File: src/rtl/riscv_pkg.sv
// Shared core definitions for the fetch front end: datapath width, PC step,
// the fetch FSM state encoding and the {PC, instruction} queue entry.
package riscv_pkg;

  localparam int unsigned XLEN = 32;

  localparam logic [XLEN-1:0] NOP_INSTR = 32'h0000_0013;
  localparam logic [XLEN-1:0] PC_STEP   = 32'd4;

  // Fetch FSM state encoding
  localparam logic [1:0] ST_BOOT  = 2'd0;
  localparam logic [1:0] ST_RUN   = 2'd1;
  localparam logic [1:0] ST_DRAIN = 2'd2;

  // One buffered fetch: instruction plus the PC it was fetched from
  typedef struct packed {
    logic [XLEN-1:0] pc;
    logic [XLEN-1:0] instr;
  } fetch_entry_t;

  // Word-align a byte address by clearing bits [1:0]
  function automatic logic [XLEN-1:0] align_pc(input logic [XLEN-1:0] addr);
    return {addr[XLEN-1:2], 2'b00};
  endfunction

endpackage

File: src/rtl/fetch_fifo.sv
// Circular buffer of {PC, instr} entries for the prefetch queue.
// Ports: CLK/RST_N; i_push/i_data write an entry, i_pop retires the head,
// i_flush empties the queue (pointers only, storage untouched);
// o_count is the occupancy, o_head the registered head entry.
module fetch_fifo
  import riscv_pkg::*;
#(
  parameter int unsigned DEPTH = 4
) (
  input  logic                   CLK,
  input  logic                   RST_N,
  input  logic                   i_push,
  input  logic                   i_pop,
  input  logic                   i_flush,
  input  fetch_entry_t           i_data,
  output logic [$clog2(DEPTH):0] o_count,
  output fetch_entry_t           o_head
);

  localparam int unsigned PW = $clog2(DEPTH);
  localparam int unsigned CW = PW + 1;

  fetch_entry_t  r_mem [DEPTH];
  logic [PW-1:0] r_rd_ptr;
  logic [PW-1:0] r_wr_ptr;
  logic [PW-1:0] w_rd_ptr_nxt;
  logic [CW-1:0] r_count;
  logic [CW-1:0] w_cnt_after_pop;
  logic          w_do_push;
  logic          w_do_pop;
  fetch_entry_t  r_head;
  fetch_entry_t  w_head_nxt;

  // Head register tracks whatever entry will sit at the read pointer next cycle
  always_comb begin
    w_do_pop        = i_pop & (r_count != '0) & ~i_flush;
    w_do_push       = i_push & ~i_flush;
    w_rd_ptr_nxt    = w_do_pop ? r_rd_ptr + PW'(1) : r_rd_ptr;
    w_cnt_after_pop = r_count - CW'(w_do_pop);
    w_head_nxt      = r_head;
    if (!i_flush) begin
      if (w_cnt_after_pop != '0) begin
        w_head_nxt = r_mem[w_rd_ptr_nxt];
      end else if (w_do_push) begin
        // Queue drains to empty (or was empty): the incoming word becomes head
        w_head_nxt = i_data;
      end
    end
  end

  // Storage array, no reset needed
  always_ff @(posedge CLK) begin
    if (w_do_push) begin
      r_mem[r_wr_ptr] <= i_data;
    end
  end

  // Pointers, occupancy and head register
  always_ff @(posedge CLK or negedge RST_N) begin
    if (!RST_N) begin
      r_rd_ptr <= '0;
      r_wr_ptr <= '0;
      r_count  <= '0;
      r_head   <= '0;
    end else begin
      r_head <= w_head_nxt;
      if (i_flush) begin
        r_rd_ptr <= '0;
        r_wr_ptr <= '0;
        r_count  <= '0;
      end else begin
        r_rd_ptr <= w_rd_ptr_nxt;
        if (w_do_push) begin
          r_wr_ptr <= r_wr_ptr + PW'(1);
        end
        r_count <= r_count + CW'(w_do_push) - CW'(w_do_pop);
      end
    end
  end

  assign o_count = r_count;
  assign o_head  = r_head;

endmodule

File: src/rtl/fetch_prefetch_queue.sv
// Instruction prefetch stage: issues in-order word fetches to a variable
// latency instruction memory, buffers responses with their PC and hands them
// to IF_ID under ValidF/ReadyF. PCSrcE flushes the queue, turns in-flight
// requests stale (drained in DRAIN) and redirects fetch to PCTargetE.
// Ports: CLK, RST_N (async active-low); IMemReq/IMemAddr/IMemGnt request
// handshake; IMemRValid/IMemRData in-order responses; PCSrcE/PCTargetE
// redirect; ValidF/ReadyF/InstrF/PCF/PCPlus4F toward IF_ID.
// Build option: FETCH_BYPASS_EN lets a response reach IF_ID in the same
// cycle when the queue is empty and IF_ID is ready.
module fetch_prefetch_queue
  import riscv_pkg::*;
#(
  parameter int unsigned    DEPTH    = 4,
  parameter int unsigned    MAX_OUT  = 4,
  parameter logic [XLEN-1:0] RESET_PC = 32'h0000_0000
) (
  input  logic            CLK,
  input  logic            RST_N,
  output logic            IMemReq,
  output logic [XLEN-1:0] IMemAddr,
  input  logic            IMemGnt,
  input  logic            IMemRValid,
  input  logic [XLEN-1:0] IMemRData,
  input  logic            PCSrcE,
  input  logic [XLEN-1:0] PCTargetE,
  output logic            ValidF,
  input  logic            ReadyF,
  output logic [XLEN-1:0] InstrF,
  output logic [XLEN-1:0] PCF,
  output logic [XLEN-1:0] PCPlus4F
);

  localparam int unsigned CW        = $clog2(DEPTH) + 1;
  localparam logic [CW-1:0] DEPTH_C = CW'(DEPTH);
  localparam logic [CW-1:0] MAXOUT_C = CW'(MAX_OUT);

  logic [1:0]      r_state;
  logic [1:0]      w_state_nxt;
  logic [XLEN-1:0] r_next_pc;
  logic [XLEN-1:0] w_next_pc_nxt;
  logic [XLEN-1:0] r_resp_pc;      // PC of the oldest live outstanding request
  logic [XLEN-1:0] w_resp_pc_nxt;
  logic [CW-1:0]   r_out;
  logic [CW-1:0]   w_out_nxt;
  logic [CW-1:0]   r_stale;
  logic [CW-1:0]   w_stale_nxt;
  logic [CW-1:0]   w_inflight;
  logic [CW-1:0]   w_count;
  logic            w_req;
  logic            w_grant;
  logic            w_live_resp;
  logic            w_bypass;
  logic            w_push;
  logic            w_pop;
  fetch_entry_t    w_push_data;
  fetch_entry_t    w_head;

  // Request credit, response routing and pop qualification
  always_comb begin
    w_req       = (r_state == ST_RUN) && ((w_count + r_out) < DEPTH_C) && (r_out < MAXOUT_C);
    w_grant     = w_req & IMemGnt;
    w_live_resp = IMemRValid & (r_state == ST_RUN) & (r_stale == '0) & ~PCSrcE;
`ifdef FETCH_BYPASS_EN
    w_bypass    = w_live_resp & (w_count == '0) & ReadyF;
`else
    w_bypass    = 1'b0;
`endif
    w_push      = w_live_resp & ~w_bypass;
    w_pop       = (w_count != '0) & ReadyF & ~PCSrcE;
    // Everything in flight this cycle, counting a same-cycle grant
    w_inflight  = r_stale + r_out + CW'(w_grant);
    w_push_data = '{pc: r_resp_pc, instr: IMemRData};
  end

  // Next-state and counter update
  always_comb begin
    w_state_nxt   = r_state;
    w_next_pc_nxt = r_next_pc;
    w_resp_pc_nxt = r_resp_pc;
    w_out_nxt     = r_out;
    w_stale_nxt   = r_stale;
    if (PCSrcE) begin
      w_next_pc_nxt = align_pc(PCTargetE);
      w_resp_pc_nxt = align_pc(PCTargetE);
      w_out_nxt     = '0;
      // A response arriving with the redirect retires one stale slot
      w_stale_nxt   = (IMemRValid && (w_inflight != '0)) ? w_inflight - CW'(1) : w_inflight;
      w_state_nxt   = (w_stale_nxt != '0) ? ST_DRAIN : ST_RUN;
    end else begin
      case (r_state)
        ST_BOOT: begin
          w_state_nxt = ST_RUN;
        end
        ST_RUN: begin
          if (w_grant) begin
            w_next_pc_nxt = r_next_pc + PC_STEP;
          end
          if (w_live_resp) begin
            w_resp_pc_nxt = r_resp_pc + PC_STEP;
          end
          w_out_nxt = r_out + CW'(w_grant) - CW'(w_live_resp);
        end
        ST_DRAIN: begin
          if (IMemRValid && (r_stale != '0)) begin
            w_stale_nxt = r_stale - CW'(1);
          end
          if (w_stale_nxt == '0) begin
            w_state_nxt = ST_RUN;
          end
        end
        default: begin
          w_state_nxt = ST_BOOT;
        end
      endcase
    end
  end

  // FSM state register
  always_ff @(posedge CLK or negedge RST_N) begin
    if (!RST_N) begin
      r_state <= ST_BOOT;
    end else begin
      r_state <= w_state_nxt;
    end
  end

  // Fetch address and request bookkeeping
  always_ff @(posedge CLK or negedge RST_N) begin
    if (!RST_N) begin
      r_next_pc <= RESET_PC;
      r_resp_pc <= RESET_PC;
      r_out     <= '0;
      r_stale   <= '0;
    end else begin
      r_next_pc <= w_next_pc_nxt;
      r_resp_pc <= w_resp_pc_nxt;
      r_out     <= w_out_nxt;
      r_stale   <= w_stale_nxt;
    end
  end

  fetch_fifo #(
    .DEPTH (DEPTH)
  ) u_fifo (
    .CLK     (CLK),
    .RST_N   (RST_N),
    .i_push  (w_push),
    .i_pop   (w_pop),
    .i_flush (PCSrcE),
    .i_data  (w_push_data),
    .o_count (w_count),
    .o_head  (w_head)
  );

  // IF_ID-facing outputs; the bypass path only overrides an empty queue
  assign IMemReq  = w_req;
  assign IMemAddr = r_next_pc;
  assign ValidF   = ((w_count != '0) & ~PCSrcE) | w_bypass;
  assign InstrF   = w_bypass ? IMemRData : w_head.instr;
  assign PCF      = w_bypass ? r_resp_pc : w_head.pc;
  assign PCPlus4F = PCF + PC_STEP;

endmodule

File: config.mk
export PLATFORM = sky130hd
export DESIGN_NAME = fetch_prefetch_queue
export DESIGN_NICKNAME = d
export VERILOG_FILES = /design/src/rtl/riscv_pkg.sv /design/src/rtl/fetch_fifo.sv /design/src/rtl/fetch_prefetch_queue.sv
export SDC_FILE = /design/constraint.sdc
export NUM_CORES = 1
export LEC_CHECK = 0
export CORE_MARGIN = 10
export CORE_UTILIZATION = 40
export CTS_CLUSTER_SIZE = 25
export DETAILED_ROUTE_END_ITERATION = 8
export PLACE_DENSITY = 0.6
export SLEW_MARGIN = 30
export SYNTH_ARGS = -nofsm -noshare
export SYNTH_HDL_FRONTEND = slang
export SYNTH_SLANG_ARGS = --single-unit
File: constraint.sdc
create_clock -name CLK -period 6.1 [get_ports CLK]
set_input_delay 1.22 -clock CLK [delete_from_list [all_inputs] [get_ports CLK]]
set_output_delay 1.22 -clock CLK [all_outputs]
set_load 0.02 [all_outputs]
==> key figures <==
STA
  • Relative slew margins: 0.330
  • Final Setup Violations: 0
  • Fin. max-slew vios: 0
  • Fmax achieved: 0.208 GHz
  • Setup repair after global routing missed its margin: false
  • Fin crit share: 0.789
  • Worst slew pin tran: 1.00 ns
  • Setup TNS: 0 ns
  • Final Critical Period: 4.81 ns
  • Hold Fails Final Rpt: 0
  • Final Skew: 0.0171 ns

Worst setup path
  • Critical path endpoint category: primary output
  • Max FO, Critical Path: 6
  • WP data required: 4.88 ns
  • Worst Setup Path Type: flop to primary output
  • CP startpoint kind: flop
  • Worst Path Arrival: 3.59 ns

Synthesis
  • Post-Syn Area per Cell: 12.2 um^2
  • Most frequent cells after synthesis: edfxtp_1 (248), dfrtp_1 (137), nor3_1 (134), mux2i_1 (131), nor2_1 (97)
  • Synth area leader: edfxtp_1
  • Mapped Area: 20300 um^2
  • Yosys reg bits: 385
  • Largest cells by area after synthesis: edfxtp_1 (37%), dfrtp_1 (17%), mux2i_1 (6.4%)
  • Post-synthesis sequential area ratio: 0.535
  • Fraction of registers with async set/reset: 0.356
  • Count leader, synth: edfxtp_1
  • Yosys top cell area share: 0.366
  • Mapped Cells: 1663
  • Ys Warns: 0
  • Number of flops mapped to enable cells by yosys: 248
  • Main synth FF type: edfxtp_1
  • Number of distinct library cells after synthesis: 59

Drt
  • Drt wl/cell: 23.6 um
  • # DRC: 0
  • Drt total wl: 59200 um
  • DR vias: 14500
  • Vias/cell: 5.78
  • Detailed Routing Iterations Pass 1: 5
  • First DRT Iteration DRCs: 947
  • Post-DRT Antenna Nets: 0

Global routing
  • Initial antenna violation count: 0
  • GRT overflow: 0
  • Vias in the first global route: 15000
  • Largest net degree at the start of global routing: 102
  • First-pass GRT wire length: 90600 um
  • GRT Util Overall: 0.192

Placement
  • Count of input and output buffers: 191
  • Gp weighted congestion: 0.837
  • Final HPWL DP: 35700 um

Clocking
  • Hold_buf cts: 0
  • CTS tree: done
  • Setup bufs post-CTS: 0
  • Longest Clk Path Bufs: 3
  • Htree depth: 2
  • Clock sinks: 385
  • Worst-Skew Late Latency: 0.57 ns
  • Post-cts resize count: 0
  • Clock root cell: clkbuf_16
  • Clk slew on worst S/H paths: 0.06 ns
  • Inserted Clock Buffers: 44

Pwr
  • Peak supply drop: 0.000209 V
  • Cell Pwr Density: 376 nW/um^2
  • LEAKAGE: 9.53 nW

Die
  • Die Height: 246 um
  • Horiz. Die Dim: 246 um
  • Die Area: 60300 um^2
  • I/O Pins: 200
  • Core Area: 50200 um^2
  • Rows: 82
  • Initial Utilization: 0.405

Finish
  • Fin util: 0.484
  • Fin nets: 1897
  • Total inserted antenna cells: 0
  • Share of layout cells above drive strength 1: 0.145
  • Sequential cell area: 10900 um^2
  • Multi-input gate area: 8810 um^2
  • Area added between synthesis and finish: 19.4%
  • Fill cell count: 4501

Worst hold path
  • Worst hold-check path type: flop to flop

Status
  • Status: complete, no violations

Job
  • Max-cap violation count: 0
## path summary, 6_finish.rpt
check                           slack (ns)                       endpoint  depth (start not counted)                           from
worst max-delay path                  1.29                   PCPlus4F[14]                          6  u_fifo.o_head[34]$_DFFE_PN0P_
worst min-delay path                  0.53  u_fifo.o_head[13]$_DFFE_PN0P_                          2  u_fifo.o_head[13]$_DFFE_PN0P_
worst max register to register        1.71         r_state[1]$_DFFE_PN0P_                         12    u_fifo.o_count[1]$_DFF_PN0_
worst min register to register        0.53  u_fifo.o_head[13]$_DFFE_PN0P_                          2  u_fifo.o_head[13]$_DFFE_PN0P_
max in group asynchronous             4.26      r_resp_pc[21]$_DFFE_PN0P_                          2                          RST_N
min in group asynchronous             0.63  u_fifo.o_head[15]$_DFFE_PN0P_                          1                          RST_N
## metal layers
layer	vias up	track usage	wire (um)
li1	6583	-	-
met1	7407	0.246	25400
met2	429	0.317	28400
met3	91	0.0442	3830
met4	0	0.0594	1500
met5	-	0	0
## critical path: stages, from the launching register on
cell and delay, ns:
dfrtp_1 0.45, ha_1 0.22, nand3_1 0.27, nor3_1 0.82
nand3_1 0.32, xnor2_1 0.28, clkdlybuf4s50_1 0.65
## cell usage in the layout (no fill, tap or decap), types with 11 or more instances in the layout
cell type,n
o31ai_2,57
mux2i_1,131
nor2_1,96
edfxtp_1,248
a22oi_1,62
a22o_1,62
nor3_1,134
clkdlybuf4s50_1,190
and3_1,14
a211o_1,61
clkbuf_1,14
buf_4,18
mux2_2,88
nand3_1,45
nor2b_1,66
mux2_1,11
inv_1,21
nand4_1,35
nand2b_1,11
a21oi_1,14
nand2_1,42
clkbuf_16,45
dfrtp_1,135
xor2_1,23
xnor2_1,69
ha_1,17
## power breakdown
group | switching (mW) | internal, mW | total, mW
Clock | 1.07 | 1.60 | 2.66
Sequential | 0.425 | 3.08 | 3.51
Combinational | 1.59 | 1.36 | 2.95
## flip-flops by register name (all words and copies together) (netlist names), 3 cells and up
name            count
u_fifo.o_head      62
r_resp_pc          30
u_fifo.o_count      3
r_out               3
u_fifo.r_mem      248
IMemAddr           30
r_stale             3
## layout make-up
class                      count  share of cell area
tap                          672              0.0346
sequential                   385               0.448
clock buffer                  65              0.0519
multi-input combinational   1133               0.363
clock inverter                15             0.00721
timing repair buffer         219              0.0915
inverter                      23             0.00376
## through the flow
step,worst slack (ns),power (mW),cells,hold WS [ns],area (um^2)
6_report,1.29,9.12,2512,0.526,24300
5_1_grt,1.14,9.54,2512,0.557,24300
4_1_cts,1.24,9.21,2512,0.528,24300
3_5_place_dp,1.59,6.53,2432,0.515,22800
3_3_place_gp,1.60,6.48,2426,0.508,22700
2_1_floorplan,2.36,5.23,1668,0.504,20400
## cells by family (layout without fill, tap and decap cells)
logic type                 Yosys count  after routing  synth area share
buffers and inverters              150            322            0.0367
muxes                              230            230             0.119
other                                1              6          0.000184
DFF                                385            385             0.535
AOI/OAI and AO/OA                  290            290             0.127
adders and majority gates           21             21            0.0144
and+or+nand+nor                    494            494             0.128
xor gates and xnor gates            92             92            0.0396
Power figures use the tool's default switching activity.
